**src/rtl/lzd_normalizer.sv**
```systemverilog
// -----------------------------------------------------------------------------
// lzd_normalizer
//
// Multi-cycle normalizing left shifter placed after the 64-bit leading-zero
// detector. An accepted operand is shifted left by its leading-zero count,
// using a coarse step of big_step bits per cycle while at least big_step
// positions remain, then single-bit steps. The block reports the normalized
// word, the original position of the leading one, a zero flag, and a
// consistency error when a nonzero result does not end with its MSB set.
//
// Ports:
//   clk          rising-edge clock
//   rst          asynchronous, active-high reset (clears all state/outputs)
//   start        request, accepted only while busy = 0
//   data_in      operand, latched on acceptance
//   lz_count     leading-zero count from the detector
//   all_zero_in  operand is all zeros
//   norm_out     normalized operand
//   msb_pos      original index of the leading one (width-1-lz_count)
//   zero         result is zero
//   norm_err     nonzero result whose MSB is clear (count disagrees with data)
//   busy         operation in flight
//   done         result valid, held until the next accepted start
// -----------------------------------------------------------------------------
module lzd_normalizer #(
    parameter int width       = 64,
    parameter int count_width = 7,
    parameter int big_step    = 8
) (
    input  logic                   clk,
    input  logic                   rst,
    input  logic                   start,
    input  logic [width-1:0]       data_in,
    input  logic [count_width-1:0] lz_count,
    input  logic                   all_zero_in,
    output logic [width-1:0]       norm_out,
    output logic [count_width-1:0] msb_pos,
    output logic                   zero,
    output logic                   norm_err,
    output logic                   busy,
    output logic                   done
);

    typedef enum logic [1:0] {
        IDLE  = 2'd0,
        SHIFT = 2'd1,
        DONE  = 2'd2
    } state_t;

    localparam logic [count_width-1:0] width_c = count_width'(width);
    localparam logic [count_width-1:0] last_c  = count_width'(width - 1);
    localparam logic [count_width-1:0] step_c  = count_width'(big_step);
    localparam logic [count_width-1:0] one_c   = count_width'(1);
    localparam logic [count_width-1:0] nil_c   = count_width'(0);

    state_t                 state_r;
    logic [width-1:0]       shreg_r;
    logic [count_width-1:0] remaining_r;
    logic [count_width-1:0] lz_r;
    logic                   zero_flag_r;

    logic [width-1:0]       shift_next_s;
    logic [count_width-1:0] rem_next_s;
    logic                   accept_s;
    logic                   zero_case_s;
    logic                   direct_s;

    // Acceptance decode: zero operands and out-of-range counts finish at once,
    // as do operands that are already normalized (count of zero).
    always_comb begin
        accept_s    = start && !busy;
        zero_case_s = all_zero_in || (lz_count >= width_c);
        direct_s    = zero_case_s || (lz_count == nil_c);
    end

    // One shift step: coarse step while enough distance remains, else one bit.
    always_comb begin
        shift_next_s = shreg_r;
        rem_next_s   = remaining_r;
        if (remaining_r >= step_c) begin
            shift_next_s = {shreg_r[width-big_step-1:0], {big_step{1'b0}}};
            rem_next_s   = remaining_r - step_c;
        end else begin
            shift_next_s = {shreg_r[width-2:0], 1'b0};
            rem_next_s   = remaining_r - one_c;
        end
    end

    // Control FSM with all datapath registers and registered outputs.
    always_ff @(posedge clk or posedge rst) begin
        if (rst) begin
            state_r     <= IDLE;
            shreg_r     <= {width{1'b0}};
            remaining_r <= nil_c;
            lz_r        <= nil_c;
            zero_flag_r <= 1'b0;
            norm_out    <= {width{1'b0}};
            msb_pos     <= nil_c;
            zero        <= 1'b0;
            norm_err    <= 1'b0;
            busy        <= 1'b0;
            done        <= 1'b0;
        end else begin
            case (state_r)
                IDLE: begin
                    if (accept_s) begin
                        shreg_r     <= data_in;
                        remaining_r <= lz_count;
                        lz_r        <= lz_count;
                        zero_flag_r <= zero_case_s;
                        busy        <= 1'b1;
                        done        <= 1'b0;
                        zero        <= 1'b0;
                        norm_err    <= 1'b0;
                        state_r     <= direct_s ? DONE : SHIFT;
                    end else begin
                        state_r <= IDLE;
                    end
                end
                SHIFT: begin
                    shreg_r     <= shift_next_s;
                    remaining_r <= rem_next_s;
                    if (rem_next_s == nil_c) begin
                        state_r <= DONE;
                    end else begin
                        state_r <= SHIFT;
                    end
                end
                DONE: begin
                    // A zero result reports a cleared word and position.
                    if (zero_flag_r) begin
                        norm_out <= {width{1'b0}};
                        msb_pos  <= nil_c;
                        norm_err <= 1'b0;
                    end else begin
                        norm_out <= shreg_r;
                        msb_pos  <= last_c - lz_r;
                        norm_err <= ~shreg_r[width-1];
                    end
                    zero    <= zero_flag_r;
                    done    <= 1'b1;
                    busy    <= 1'b0;
                    state_r <= IDLE;
                end
                default: begin
                    state_r <= IDLE;
                    busy    <= 1'b0;
                end
            endcase
        end
    end

endmodule

```
**config.mk**
```make
export PLATFORM = sky130hd
export DESIGN_NAME = lzd_normalizer
export DESIGN_NICKNAME = d
export VERILOG_FILES = /design/src/rtl/lzd_normalizer.sv
export SDC_FILE = /design/constraint.sdc
export NUM_CORES = 1
export LEC_CHECK = 0
export CAP_MARGIN = 15
export CORE_MARGIN = 3
export CORE_UTILIZATION = 32
export DETAILED_ROUTE_END_ITERATION = 10
export GPL_TIMING_DRIVEN = 1
export PLACE_DENSITY = 0.51
export REMOVE_ABC_BUFFERS = 1
export SYNTH_ARGS = -nofsm -noshare
export SYNTH_HDL_FRONTEND = slang
export SYNTH_SLANG_ARGS = --single-unit
export TNS_END_PERCENT = 1
```
**constraint.sdc**
```tcl
create_clock -name clk -period 17 [get_ports clk]
set_input_delay 5.1 -clock clk [delete_from_list [all_inputs] [get_ports clk]]
set_output_delay 5.1 -clock clk [all_outputs]
set_load 0.05 [all_outputs]
```
==> results.yml <==
cts:
  cts_tree: "done"
  post_cts_buffers: 0
  clock_latency_ns: 0.43
  ctsHtreeMaxLevel: 4
  clock_sinks: 156
  cts_root_buffer: "clkbuf_16"
  cts.path.max_buffers: 2
  post_cts_resized: 0
  cts_buffers: 17
  clk_pin_slew_ns: 0.06
  cts_hold_buffers: 0
sta:
  finClkSkew_ns: 0.02213
  slew_violations: 0
  slew_headroom_pct: 34.24
  holdWs_ns: 0.4596
  hold_viol: 0
  fin_crit_sh_pct: 44.57
  tns_ns: 0
  timing.final.crit_period_ns: 7.576
  fmax_mhz: 132.0
  finalSetupViolCount: 0
  rsz0062_at_grt: "false"
  tightest_slew_ns: 0.9865
global_route:
  grtUsageTotal_pct: 18.24
  grt.overflow.total: 0
  antenna_found_initial: 0
  grt_max_degree: 102
  grt_pass1_vias: 6218
  grt_pass1_wl_um: 35690
detailed_routing:
  first_pass_iters: 4
  drc: 0
  viasPerCell: 5.052
  routed_wl_um: 22060
  drtIter0Drc: 403
  wl_per_cell_um: 17.75
  num_vias: 6280
  ant_nets: 0
place:
  place_area_mm2: 0.008951
  globalplace.congestion: 0.7954
  dp_hpwl_um: 13800
  placedCellCount: 1210
  port_buffers: 149
finish:
  finalNetCount: 1029
  syn_to_final_growth_pct: 30.70
  regArea_mm2: 0.003906
  final_cell_mix: "nand2_1, dfrtp_1, clkdlybuf4s50_1"
  final_common_cell: "nand2_1"
  layout-drive-gt1-share_pct: 5.504
  multi_input_area_mm2: 0.003093
  fill_cells: 2241
  finalInstanceArea_mm2: 0.009524
  fin_cells: 1243
  n_antenna_cell: 0
flow_run:
  maxCapViolations: 0
floorplanning:
  dieArea_mm2: 0.02462
  num_io_pins: 150
  die_width_um: 156.9
  initial_core_util_pct: 32.98
  core-area_mm2: 0.02209
  rows: 54
  die_h_um: 156.9
min_path:
  min_from: "lz_r[3]$_DFFE_PP0P_"
  worstHoldPathCells: 1
  worstHoldEndpoint: "msb_pos[3]$_DFFE_PP0P_"
  hp-class: "flop to flop"
synth:
  synth_warnings: 0
  yosysSeqAreaShare_pct: 53.57
  synth_edf_count: 0
  synth.area.mux_share_pct: 1.116
  ys_seq_elements: 156
  async_flop_share_pct: 100.0
  syn_avg_cell_area_um2: 8.696
  synth_top_family_by_area: "simple AND/OR/NAND/NOR gates"
  ys_types: 37
  synth_ff_type: "dfrtp_1"
  synth_compound_area_share_pct: 19.87
  synth-simple-area-share_pct: 20.19
  netlist_area_mm2: 0.007287
  postSynthCellCount: 838
  synthAdderAreaFrac_pct: 0.6868
  synth_xor_area_share_pct: 0.2404
critical_path:
  reg2reg_depth: 5
  path_cells: "clkdlybuf4s50_1 -> or4b_1 -> nand2_2 -> buf_4 -> o221ai_1"
  cp_top_family: "simple AND/OR/NAND/NOR gates"
  cp-end-kind: "flop"
  critPathLaunchType: "primary input"
  reg2reg_slack_ns: 13.69
  worst-path-buf-inv: 2
  reg2reg_from: "state_r[1]$_DFF_PP0_"
  crit_type: "primary input to flop"
  cp_slowest_cell: "or4b_1"
  cp.required_ns: 17.28
  r2r_end: "shreg_r[39]$_DFFE_PP0P_"
  crit_path_max_fanout: 32
  cp_slowest_stage_delay_ns: 0.91
  arrival_ns: 7.86
power_and_ir_drop:
  p_per_area_mw_per_mm2: 201.9
  peakVddDrop_v: 0.00007201
  p_leak_nw: 3.991
run_status:
  status: "completed"
## report_power, final
part           internal [W]  switching, W
Clock              0.000204      0.000167
Combinational      0.000324      0.000570
Sequential         0.000523      0.000135
## routing by layer
metal | vias to the layer above | wire length, µm | track usage [%]
met5 | - | 0 | 0
met4 | 0 | 184 | 3.960
met3 | 11 | 1091 | 3.602
met2 | 152 | 9720 | 27.76
met1 | 3011 | 11070 | 27.03
li1 | 3106 | - | -
## registers in the layout, summed over array words and instances, names as in the netlist
| name | flops |
|---|---|
| zero | 1 |
| remaining_r | 7 |
| state_r | 2 |
| zero_flag_r | 1 |
| lz_r | 7 |
| busy | 1 |
| norm_out | 64 |
| shreg_r | 64 |
| done | 1 |
| msb_pos | 7 |
| norm_err | 1 |
## logic make-up (layout without fill, tap and decap cells)
group,Yosys count,in the layout
multiplexers,8,8
flip-flops,156,156
adder cells (fa/ha/maj),4,4
AND/OR/NAND/NOR,373,373
buffers and inverters,75,200
AO/OA/AOI/OAI,220,220
XOR/XNOR,2,2
## stage by stage
| stage | utilization [%] | setup slack (ns) | power [W] |
|---|---|---|---|
| 2_1_floorplan | - | 7.693 | 0.001252 |
| 5_1_grt | 43.11 | 9.323 | 0.002061 |
| 4_1_cts | 43.07 | 9.423 | 0.001946 |
| 6_report | 43.11 | 9.424 | 0.001923 |
| 3_5_place_dp | 40.51 | 8.990 | 0.001568 |
| 3_3_place_gp | 40.51 | 9.058 | 0.001559 |
## Yosys cell counts (all sizes together) (2+ instances only)
library cell,instances,share of area (%)
o211ai,4,0.41
o22a,57,6.9
dfrtp,156,54
ha,4,0.69
or3,2,0.17
a21oi,5,0.34
a31oi,59,5.1
nand2b,2,0.17
o21ai,79,5.4
a211o,3,0.36
inv,8,0.41
clkbuf,50,2.6
mux2i,7,0.96
or4,3,0.31
xnor2,2,0.24
or3b,2,0.24
nor3,3,0.21
nand2,280,14
o31ai,8,0.82
buf,17,1.3
nand3,14,0.96
nor2,62,3.2
## area by class of cell
class / instances / area share, %
Tap cell: 280 / 3.678
Clock buffer: 17 / 4.467
Timing Repair Buffer: 160 / 16.53
Inverter: 8 / 0.3678
Sequential cell: 156 / 41.01
Clock inverter: 15 / 1.471
Multi-Input combinational cell: 607 / 32.48
## how the worst max path moves through the flow
stage,from,endpoint,slack [ns],cells past startpoint
finish,start,remaining_r[4]$_DFFE_PP0P_,9.42,5
global route,start,remaining_r[4]$_DFFE_PP0P_,9.32,5
floorplan,rst,busy$_DFFE_PP0P_,7.69,1
CTS,start,remaining_r[4]$_DFFE_PP0P_,9.42,5
detailed placement,start,remaining_r[4]$_DFFE_PP0P_,8.99,5
global placement,start,remaining_r[4]$_DFFE_PP0P_,9.06,5
Power figures use the tool's default switching activity.
